[config.mk]
export PLATFORM = sky130hd
export DESIGN_NAME = gpu_sram_write_ctrl
export DESIGN_NICKNAME = d
export VERILOG_FILES = /design/src/rtl/gpu_sram_write_ctrl.sv
export SDC_FILE = /design/constraint.sdc
export NUM_CORES = 1
export LEC_CHECK = 0
export BUFFER_PORTS_ARGS = -buffer_cell sky130_fd_sc_hd__buf_2
export CAP_MARGIN = 20
export CELL_PAD_IN_SITES_DETAIL_PLACEMENT = 1
export CELL_PAD_IN_SITES_GLOBAL_PLACEMENT = 1
export CORE_ASPECT_RATIO = 1.1
export CORE_MARGIN = 2
export CORE_UTILIZATION = 52
export CTS_CLUSTER_DIAMETER = 80
export DETAILED_ROUTE_END_ITERATION = 16
export PLACE_DENSITY = 0.76
export SLEW_MARGIN = 20
export SYNTH_ARGS = -nofsm -noshare
export SYNTH_HDL_FRONTEND = slang
export SYNTH_SLANG_ARGS = --single-unit
[constraint.sdc]
create_clock -name clk -period 7.63 [get_ports clk]
set_input_delay 1.526 -clock clk [delete_from_list [all_inputs] [get_ports clk]]
set_output_delay 1.526 -clock clk [all_outputs]
set_load 0.01 [all_outputs]
[src/rtl/gpu_sram_write_ctrl.sv]
// Frame-buffer SRAM write-port controller.
// Pixels (address + colour) from the rasteriser are queued in a small FIFO and
// written to the SRAM with a SETUP / STROBE / HOLD sequence on the chip strobes.
// Back-to-back pixels keep the chip enabled; a long idle period puts the SRAM
// into sleep (ZZ) and the next pixel wakes it with one extra cycle.
//
// state   | meaning
// --------+----------------------------------------------------------------
// IDLE    | chip deselected, counting idle cycles towards sleep
// SLEEP   | chip deselected, ZZ asserted
// WAKE    | ZZ released, one settling cycle before the write
// SETUP   | chip selected, address/data presented, R_W high
// STROBE  | R_W low for WAIT_STATES+1 cycles
// HOLD    | R_W high, chip still selected; chains into the next pixel if queued
module gpu_sram_write_ctrl #(
    parameter int CHANNEL_BITS = 8,
    parameter int NUM_CHANNELS = 3,
    parameter int ADDR_BITS    = 20,
    parameter int FIFO_DEPTH   = 8,
    parameter int WAIT_STATES  = 2,
    parameter int SLEEP_CYCLES = 16,
    localparam int RGB_W = CHANNEL_BITS * NUM_CHANNELS
) (
    input  logic                 clk,
    input  logic                 n_rst,
    input  logic                 pix_valid_i,
    output logic                 pix_ready_o,
    input  logic [ADDR_BITS-1:0] pix_addr_i,
    input  logic [RGB_W-1:0]     pix_rgb_i,
    output logic                 busy_o,
    output logic [31:0]          write_count_o,
    output logic                 CE0_o,
    output logic                 CE1_o,
    output logic                 R_W_o,
    output logic                 OE_o,
    output logic                 LB_o,
    output logic                 UB_o,
    output logic                 ZZ_o,
    output logic                 SEM_o,
    output logic [ADDR_BITS-1:0] adddataout_o,
    output logic [RGB_W-1:0]     rgbdataout_o
);

    localparam int PTR_W  = $clog2(FIFO_DEPTH);
    localparam int CNT_W  = PTR_W + 1;
    localparam int IDLE_W = (SLEEP_CYCLES > 1) ? $clog2(SLEEP_CYCLES) : 1;
    localparam bit SLEEP_EN = (SLEEP_CYCLES != 0);
    localparam logic [IDLE_W-1:0] IDLE_LAST = IDLE_W'((SLEEP_CYCLES > 0) ? SLEEP_CYCLES - 1 : 0);
    localparam logic [3:0]        WAIT_LOAD = 4'(WAIT_STATES);
    localparam logic [CNT_W-1:0]  FULL_CNT  = CNT_W'(FIFO_DEPTH);

    typedef enum logic [2:0] {
        ST_IDLE,
        ST_WAKE,
        ST_SETUP,
        ST_STROBE,
        ST_HOLD,
        ST_SLEEP
    } state_t;

    state_t state, state_nxt;

    logic [ADDR_BITS+RGB_W-1:0] fifo_mem [FIFO_DEPTH];
    logic [PTR_W-1:0]           wr_ptr, rd_ptr;
    logic [CNT_W-1:0]           fifo_cnt, fifo_cnt_nxt;
    logic                       fifo_empty;
    logic                       push, pop;
    logic [ADDR_BITS-1:0]       head_addr;
    logic [RGB_W-1:0]           head_rgb;

    logic [3:0]        wait_cnt, wait_nxt;
    logic [IDLE_W-1:0] idle_cnt, idle_nxt;
    logic              strobe_done;
    logic              ce_act_d, r_w_d, zz_d, busy_d;

    assign push       = pix_valid_i & pix_ready_o;
    assign fifo_empty = (fifo_cnt == '0);
    assign {head_addr, head_rgb} = fifo_mem[rd_ptr];

    // Write-only port: output enable and semaphore select are never used.
    assign OE_o  = 1'b1;
    assign SEM_o = 1'b1;

    // Occupancy after this cycle's push/pop.
    always_comb begin
        fifo_cnt_nxt = fifo_cnt;
        case ({push, pop})
            2'b10:   fifo_cnt_nxt = fifo_cnt + CNT_W'(1);
            2'b01:   fifo_cnt_nxt = fifo_cnt - CNT_W'(1);
            default: fifo_cnt_nxt = fifo_cnt;
        endcase
    end

    // Pixel storage; contents need no reset since occupancy guards every read.
    always_ff @(posedge clk) begin
        if (push) begin
            fifo_mem[wr_ptr] <= {pix_addr_i, pix_rgb_i};
        end
    end

    // FIFO pointers, occupancy and registered ready (low while full, even if popping).
    always_ff @(posedge clk or negedge n_rst) begin
        if (!n_rst) begin
            wr_ptr      <= '0;
            rd_ptr      <= '0;
            fifo_cnt    <= '0;
            pix_ready_o <= 1'b1;
        end else begin
            if (push) wr_ptr <= wr_ptr + PTR_W'(1);
            if (pop)  rd_ptr <= rd_ptr + PTR_W'(1);
            fifo_cnt    <= fifo_cnt_nxt;
            pix_ready_o <= (fifo_cnt_nxt != FULL_CNT);
        end
    end

    // State register with the wait-state and idle counters.
    always_ff @(posedge clk or negedge n_rst) begin
        if (!n_rst) begin
            state    <= ST_IDLE;
            wait_cnt <= '0;
            idle_cnt <= '0;
        end else begin
            state    <= state_nxt;
            wait_cnt <= wait_nxt;
            idle_cnt <= idle_nxt;
        end
    end

    // Next-state logic, FIFO pop decision and counter updates.
    always_comb begin
        state_nxt   = state;
        pop         = 1'b0;
        wait_nxt    = wait_cnt;
        idle_nxt    = '0;
        strobe_done = 1'b0;
        case (state)
            ST_IDLE: begin
                if (!fifo_empty) begin
                    pop       = 1'b1;
                    state_nxt = ST_SETUP;
                end else if (push) begin
                    idle_nxt = '0;
                end else if (SLEEP_EN && (idle_cnt == IDLE_LAST)) begin
                    state_nxt = ST_SLEEP;
                end else begin
                    idle_nxt = idle_cnt + IDLE_W'(1);
                end
            end
            ST_SLEEP: begin
                if (!fifo_empty) state_nxt = ST_WAKE;
            end
            ST_WAKE: begin
                if (!fifo_empty) begin
                    pop       = 1'b1;
                    state_nxt = ST_SETUP;
                end else begin
                    state_nxt = ST_IDLE;
                end
            end
            ST_SETUP: begin
                state_nxt = ST_STROBE;
                wait_nxt  = WAIT_LOAD;
            end
            ST_STROBE: begin
                if (wait_cnt == '0) begin
                    state_nxt   = ST_HOLD;
                    strobe_done = 1'b1;
                end else begin
                    wait_nxt = wait_cnt - 4'd1;
                end
            end
            ST_HOLD: begin
                if (!fifo_empty) begin
                    pop       = 1'b1;
                    state_nxt = ST_SETUP;
                end else begin
                    state_nxt = ST_IDLE;
                end
            end
            default: state_nxt = ST_IDLE;
        endcase
    end

    // Strobe levels for the state being entered, so every pin comes out of a flop.
    always_comb begin
        ce_act_d = 1'b0;
        r_w_d    = 1'b1;
        zz_d     = 1'b0;
        case (state_nxt)
            ST_SETUP, ST_HOLD: ce_act_d = 1'b1;
            ST_STROBE: begin
                ce_act_d = 1'b1;
                r_w_d    = 1'b0;
            end
            ST_SLEEP: zz_d = 1'b1;
            default: ;
        endcase
        busy_d = !(((state_nxt == ST_IDLE) || (state_nxt == ST_SLEEP)) && (fifo_cnt_nxt == '0));
    end

    // Registered SRAM pins, address/data capture on pop, and the write counter.
    always_ff @(posedge clk or negedge n_rst) begin
        if (!n_rst) begin
            CE0_o         <= 1'b1;
            CE1_o         <= 1'b0;
            R_W_o         <= 1'b1;
            LB_o          <= 1'b1;
            UB_o          <= 1'b1;
            ZZ_o          <= 1'b0;
            busy_o        <= 1'b0;
            adddataout_o  <= '0;
            rgbdataout_o  <= '0;
            write_count_o <= '0;
        end else begin
            CE0_o  <= !ce_act_d;
            CE1_o  <= ce_act_d;
            R_W_o  <= r_w_d;
            LB_o   <= !ce_act_d;
            UB_o   <= !ce_act_d;
            ZZ_o   <= zz_d;
            busy_o <= busy_d;
            if (pop) begin
                adddataout_o <= head_addr;
                rgbdataout_o <= head_rgb;
            end
            if (strobe_done) write_count_o <= write_count_o + 32'd1;
        end
    end

endmodule
**After elaboration in Yosys (flattened, before gate mapping)**

Memory sizes are Yosys's and may differ from the RTL's. A register that Yosys moved wholly into a read port is not among the register bits.
Index checks and enable logic that the tools add are counted.

- Flip-flop bits (word level): 59
- Bits in latches: 0
- Bits in writable memories: 352
- ROM bits: 0
- Bits of input ports: 47
- Output and inout port bits: 86
- Word-level logic and storage cells: 74
- Memories: 1

Memories:

| memory | depth | bits a word | rd ports | clocked after memory_dff | wr ports | line | RTL |
|---|---|---|---|---|---|---|---|
| fifo_mem | 8 | 44 | 1 | 1 | 1 | 63 | `logic [ADDR_BITS+RGB_W-1:0] fifo_mem [FIFO_DEPTH];` |

- Add/sub/neg operators: 7
- $mul: 0
- Divide/modulo/power cells: 0
- Magnitude comparators: 0
- Eq/ne operators: 14
- Shifts and indexed selects: 0
- Mux-type cells: 23
- Bitwise logic cells: 1
- Reductions and logical operators: 15

Operators by type and width:

| kind | count |
|---|---|
| 32-bit by 1-bit adder with 32-bit output, second input constant | 1 |
| 4-bit two-way mux | 5 |
| 4-bit case mux with 2 select lines | 2 |
| 3-bit two-way mux | 5 |
| 3-bit case mux with 5 select lines | 1 |
| 3-bit by 2-bit == test with 1-bit output, second input constant | 4 |
| 3-bit == test, second input constant | 4 |
| 4-bit logical NOT | 3 |
| 1-bit two-way mux | 9 |
| 4-bit by 1-bit adder with 4-bit output, second input constant | 2 |
| 4-bit by 1-bit subtractor with 4-bit output, second input constant | 2 |
| 3-bit by 1-bit adder with 3-bit output, second input constant | 2 |
| 3-bit logical NOT | 2 |
| 3-bit OR reduction | 2 |
| 4-bit == test, second input constant | 1 |
| 4-bit inequality test, second input constant | 1 |
| 3-bit by 1-bit == test with 1-bit output, second input constant | 1 |
| 1-bit logical NOT | 3 |
| 2-bit by 1-bit == test with 1-bit output, second input constant | 1 |
| 2-bit == test, second input constant | 1 |
| 2-bit two-way mux | 1 |
| 2-bit inequality test, second input constant | 1 |
| 2-bit AND reduction | 1 |
| 2-bit nonzero test | 1 |
| other kinds (4) | 4 |

**Depth between registers and ports, before layout**

- Depth after elaboration: 9
- Depth in mapped cells: 12

**Least setup slack after synthesis**

Ideal clock, no wire load.

- Path type: input to register
- Start point: input port pix_valid_i
- End point: memory fifo_mem[0][0] (netlist bit) (enable)
- Library setup time: 0.555 ns
- Data arrival time: 6.053 ns
- Path slack: 1.023 ns
- Cell stages on the path: 3
- Cells stage by stage: nand2_1 -> buf_1 -> nor4_1

- Cells in the longest elaborated chain, start to end: 3

Ends and longest elaborated chain:

| what | line | RTL |
|---|---|---|
| from (decl) | 26 | `input logic pix_valid_i,` |
| 1-bit AND | 76 | `assign push = pix_valid_i & pix_ready_o;` |
| 1-bit two-way mux | 96 | `if (push) begin` |
| 1-bit two-way mux (not written as such) | 97 | `fifo_mem[wr_ptr] <= {pix_addr_i, pix_rgb_i};` |
| to (decl) | 63 |  |

No other way between the ends.

**Final worst setup path**

- Start point: register fifo_cnt[0]
- End point: register busy_o

- Cells in the longest elaborated chain, start to end: 8
- Elaborated cells on any way between the ends: 18
- Classes of those cells: 2 x add/sub; 3 x eq/ne; 7 x mux; 6 x reduce/logical

Ends and longest elaborated chain:

| what | line | RTL |
|---|---|---|
| from (decl) | 65 | `logic [CNT_W-1:0] fifo_cnt, fifo_cnt_nxt;` |
| from (signal assigned) | 111 | `fifo_cnt <= fifo_cnt_nxt;` |
| 4-bit logical NOT | 77 | `assign fifo_empty = (fifo_cnt == '0);` |
| 1-bit two-way mux | 138, 153, 173 |  |
| 1-bit two-way mux | - |  |
| 2-bit by 1-bit == test with 1-bit output or 2-bit == test (tied branches) | 87 | `case ({push, pop})` |
| 4-bit case mux with 2 select lines (*) | 87 |  |
| named net fifo_cnt_nxt[3] | 65 |  |
| 4-bit logical NOT (*) | 198 | `busy_d = !(((state_nxt == ST_IDLE) \|\| (state_nxt == ST_SLEEP)) && (fifo_cnt_nxt == '0));` |
| 1-bit logical AND (*) | 198 |  |
| 1-bit logical NOT (*) | 198 |  |
| named net busy_d | 74 | `logic ce_act_d, r_w_d, zz_d, busy_d;` |
| to (signal assigned) | 221 | `busy_o <= busy_d;` |
| to (decl) | 30 | `output logic busy_o,` |

The timed path passes the listed nets; every way through them passes the cells marked *.
A chain may end at the register's enable or synchronous reset.

==> metrics <==
HP Class reg2reg; Hold Path Stages 2; CTS sink cnt 455; Rows 70; fin crit share 0.460; mean area per synthesized cell 19.2 sq um; Setup Fix Bufs, Post-CTS 0; Critical Path AT 3990 ps; CTS Hold Bufs 0; CTS root buffer clkbuf_16; Worst-Margin Slew 976 ps; top-level I/O count 133; CTS Buf Count 46; most frequent cells in the layout edfxtp_1 (352), buf_2 (129), dfrtp_1 (97); Fmax 285 MHz; residual DRC count 0; global-route wire length before repair 56800 um; vias in the first global route 9564; commonest non-fill, non-tap cell in the layout edfxtp_1; initial antenna violation count 4; Seq cells post-synth 455; Via Count 8740; Initial Utilization 0.526; Max Cap Viol 0; Pwr Density 382 mW/mm^2; PostCTS Resize Cnt 0; Mapped Cells 906; Setup Viol. Count Final 0; Mapped Area 0.0174 sq mm; YS warnings 0; Clock Pin Slew Worst Setup and Hold Paths 60 ps; Iteration-0 DRC Markers 545; worst reg2reg setup slack 4120 ps; worst skew pair latency 540 ps; final hold violation count 0; ANT nets after route 0; share of layout cells above drive strength 1 0.300; GPL Wtd Cong 0.755; total core area 0.0331 sq mm; nets 1113; DIE WIDTH 178 um; post-layout min period 3510 ps; Worst IR Drop VDD 0.286 mV; gr ovfl total 0; Final Max Tran Viols 0; WL/cell 23.6 um; Distinct cells, synth 51; Sum Neg Setup Slack 0 ps; pin count of the biggest net entering global routing 94; TritonCTS clock tree yes; status finished, final reports clean; clock buffer depth 3; filler instances 2901; Port Buffers 130; Max-slew headroom 0.349; H-tree Lvls 2; worst-path maximum fanout 93; Critical Path Sink Type flip-flop; async set-reset flop share out of synthesis 0.226; main flop type after synthesis edfxtp_1; post-DP HPWL 21400 um; Pwr Total 0.00770 W; synthesis-to-finish area growth 16.0%; Layout Skew 12.8 ps; vias per cell 5.71; crit path kind reg2reg; Die ar. 0.0350 sq mm; Pleak 7.40 nW; GRT Total Usage 0.216; RSZ-0062 raised after global routing no; R2R cell count 9; crit start category flip-flop; Pre-antenna DRT Iters 5; Post-synth EDFFs 352; Routed WL 36100 um; CP required 8110 ps; Seq/Total Area, Yosys 0.755; Die Y 196 um
[cell usage after synthesis, drive strengths merged, types with 3 or more instances]
library cell | instances | area, sq um
and3 | 4 | 25.0
dfstp | 3 | 78.8
a21oi | 3 | 15.0
edfxtp | 352 | 10600
nor2 | 23 | 88.8
nand4 | 8 | 50.1
xor2 | 14 | 123
xnor2 | 29 | 254
nand3 | 15 | 75.1
nor3 | 11 | 71.3
nand2b | 3 | 18.8
o21ai | 44 | 220
nor4 | 4 | 46.3
ha | 7 | 87.6
dfrtp | 100 | 2500
or2 | 3 | 18.8
buf | 20 | 106
mux2i | 44 | 440
mux2 | 4 | 45.0
nand2 | 73 | 274
inv | 8 | 30.0
mux4 | 88 | 1980
or4 | 3 | 30.0
clkbuf | 20 | 75.1
[worst max-delay path: stages, from the launching register on]
cell	delay [ps]
dfrtp_1	450
or4_1	640
nand2_4	690
inv_1	270
ha_1	320
xnor2_1	150
o311a_1	290
nor3_1	210
xor2_1	260
nand4b_1	140
[state kept, by name (all words and copies together) (netlist names), 3 cells and up]
| register | cells |
|---|---|
| wait_cnt | 4 |
| adddataout_o | 20 |
| write_count_o | 32 |
| rgbdataout_o | 24 |
| wr_ptr | 3 |
| state | 3 |
| fifo_cnt | 4 |
| fifo_mem | 352 |
| idle_cnt | 4 |
| rd_ptr | 3 |
[cells by family after synthesis]
kind of cell / synth area share
xor+xnor: 0.0216
compound gates: 0.0181
simple gates: 0.0456
other cells: 0.000215
fa+ha+maj: 0.00503
buf+inv: 0.0121
flops: 0.755
mux: 0.142
[where the power goes]
group          internal (W)  switching, W
Combinational      0.000866       0.00101
Clock               0.00142      0.000905
Sequential          0.00315      0.000345
[per-stage QoR]
stage          hold slack [ps]  worst slack [ps]  utilization  std cells  cell area (sq um)
2_1_floorplan              461              1020            -        907              17400
3_3_place_gp               457              4200        0.562       1443              18600
3_5_place_dp               470              4090        0.562       1443              18600
4_1_cts                    484              4070        0.610       1529              20200
5_1_grt                    501              3770        0.610       1530              20200
6_report                   476              4120        0.610       1531              20200
[layout make-up]
| type | count | area (sq um) | share of cell area |
|---|---|---|---|
| inverters | 8 | 30.0 | 0.00149 |
| flip-flops and latches | 455 | 13200 | 0.652 |
| multi-input cells | 404 | 4110 | 0.203 |
| diodes | 2 | 5.00 | 0.000248 |
| repair buffers | 144 | 758 | 0.0376 |
| clock inverters | 19 | 240 | 0.0119 |
| clock buffers | 67 | 1340 | 0.0666 |
| well taps | 432 | 541 | 0.0268 |
[path summary, 6_finish.rpt]
kind | start | to
setup / recovery | fifo_cnt[0] | busy_o
max in group asynchronous | n_rst | rgbdataout_o[11]
min in group asynchronous | n_rst | wait_cnt[0]
setup reg to reg | fifo_cnt[0] | busy_o
hold reg to reg | rgbdataout_o[17] | rgbdataout_o[17]
hold / removal | rgbdataout_o[17] | rgbdataout_o[17]
[per-layer routing]
metal	GRT usage	share of wire	up-vias
li1	-	-	3861
met1	0.295	0.43	4570
met2	0.358	0.50	244
met3	0.0415	0.050	59
met4	0.0578	0.020	6
met5	0	0.0010	-
No activity file was read; power rests on OpenSTA's default activity.
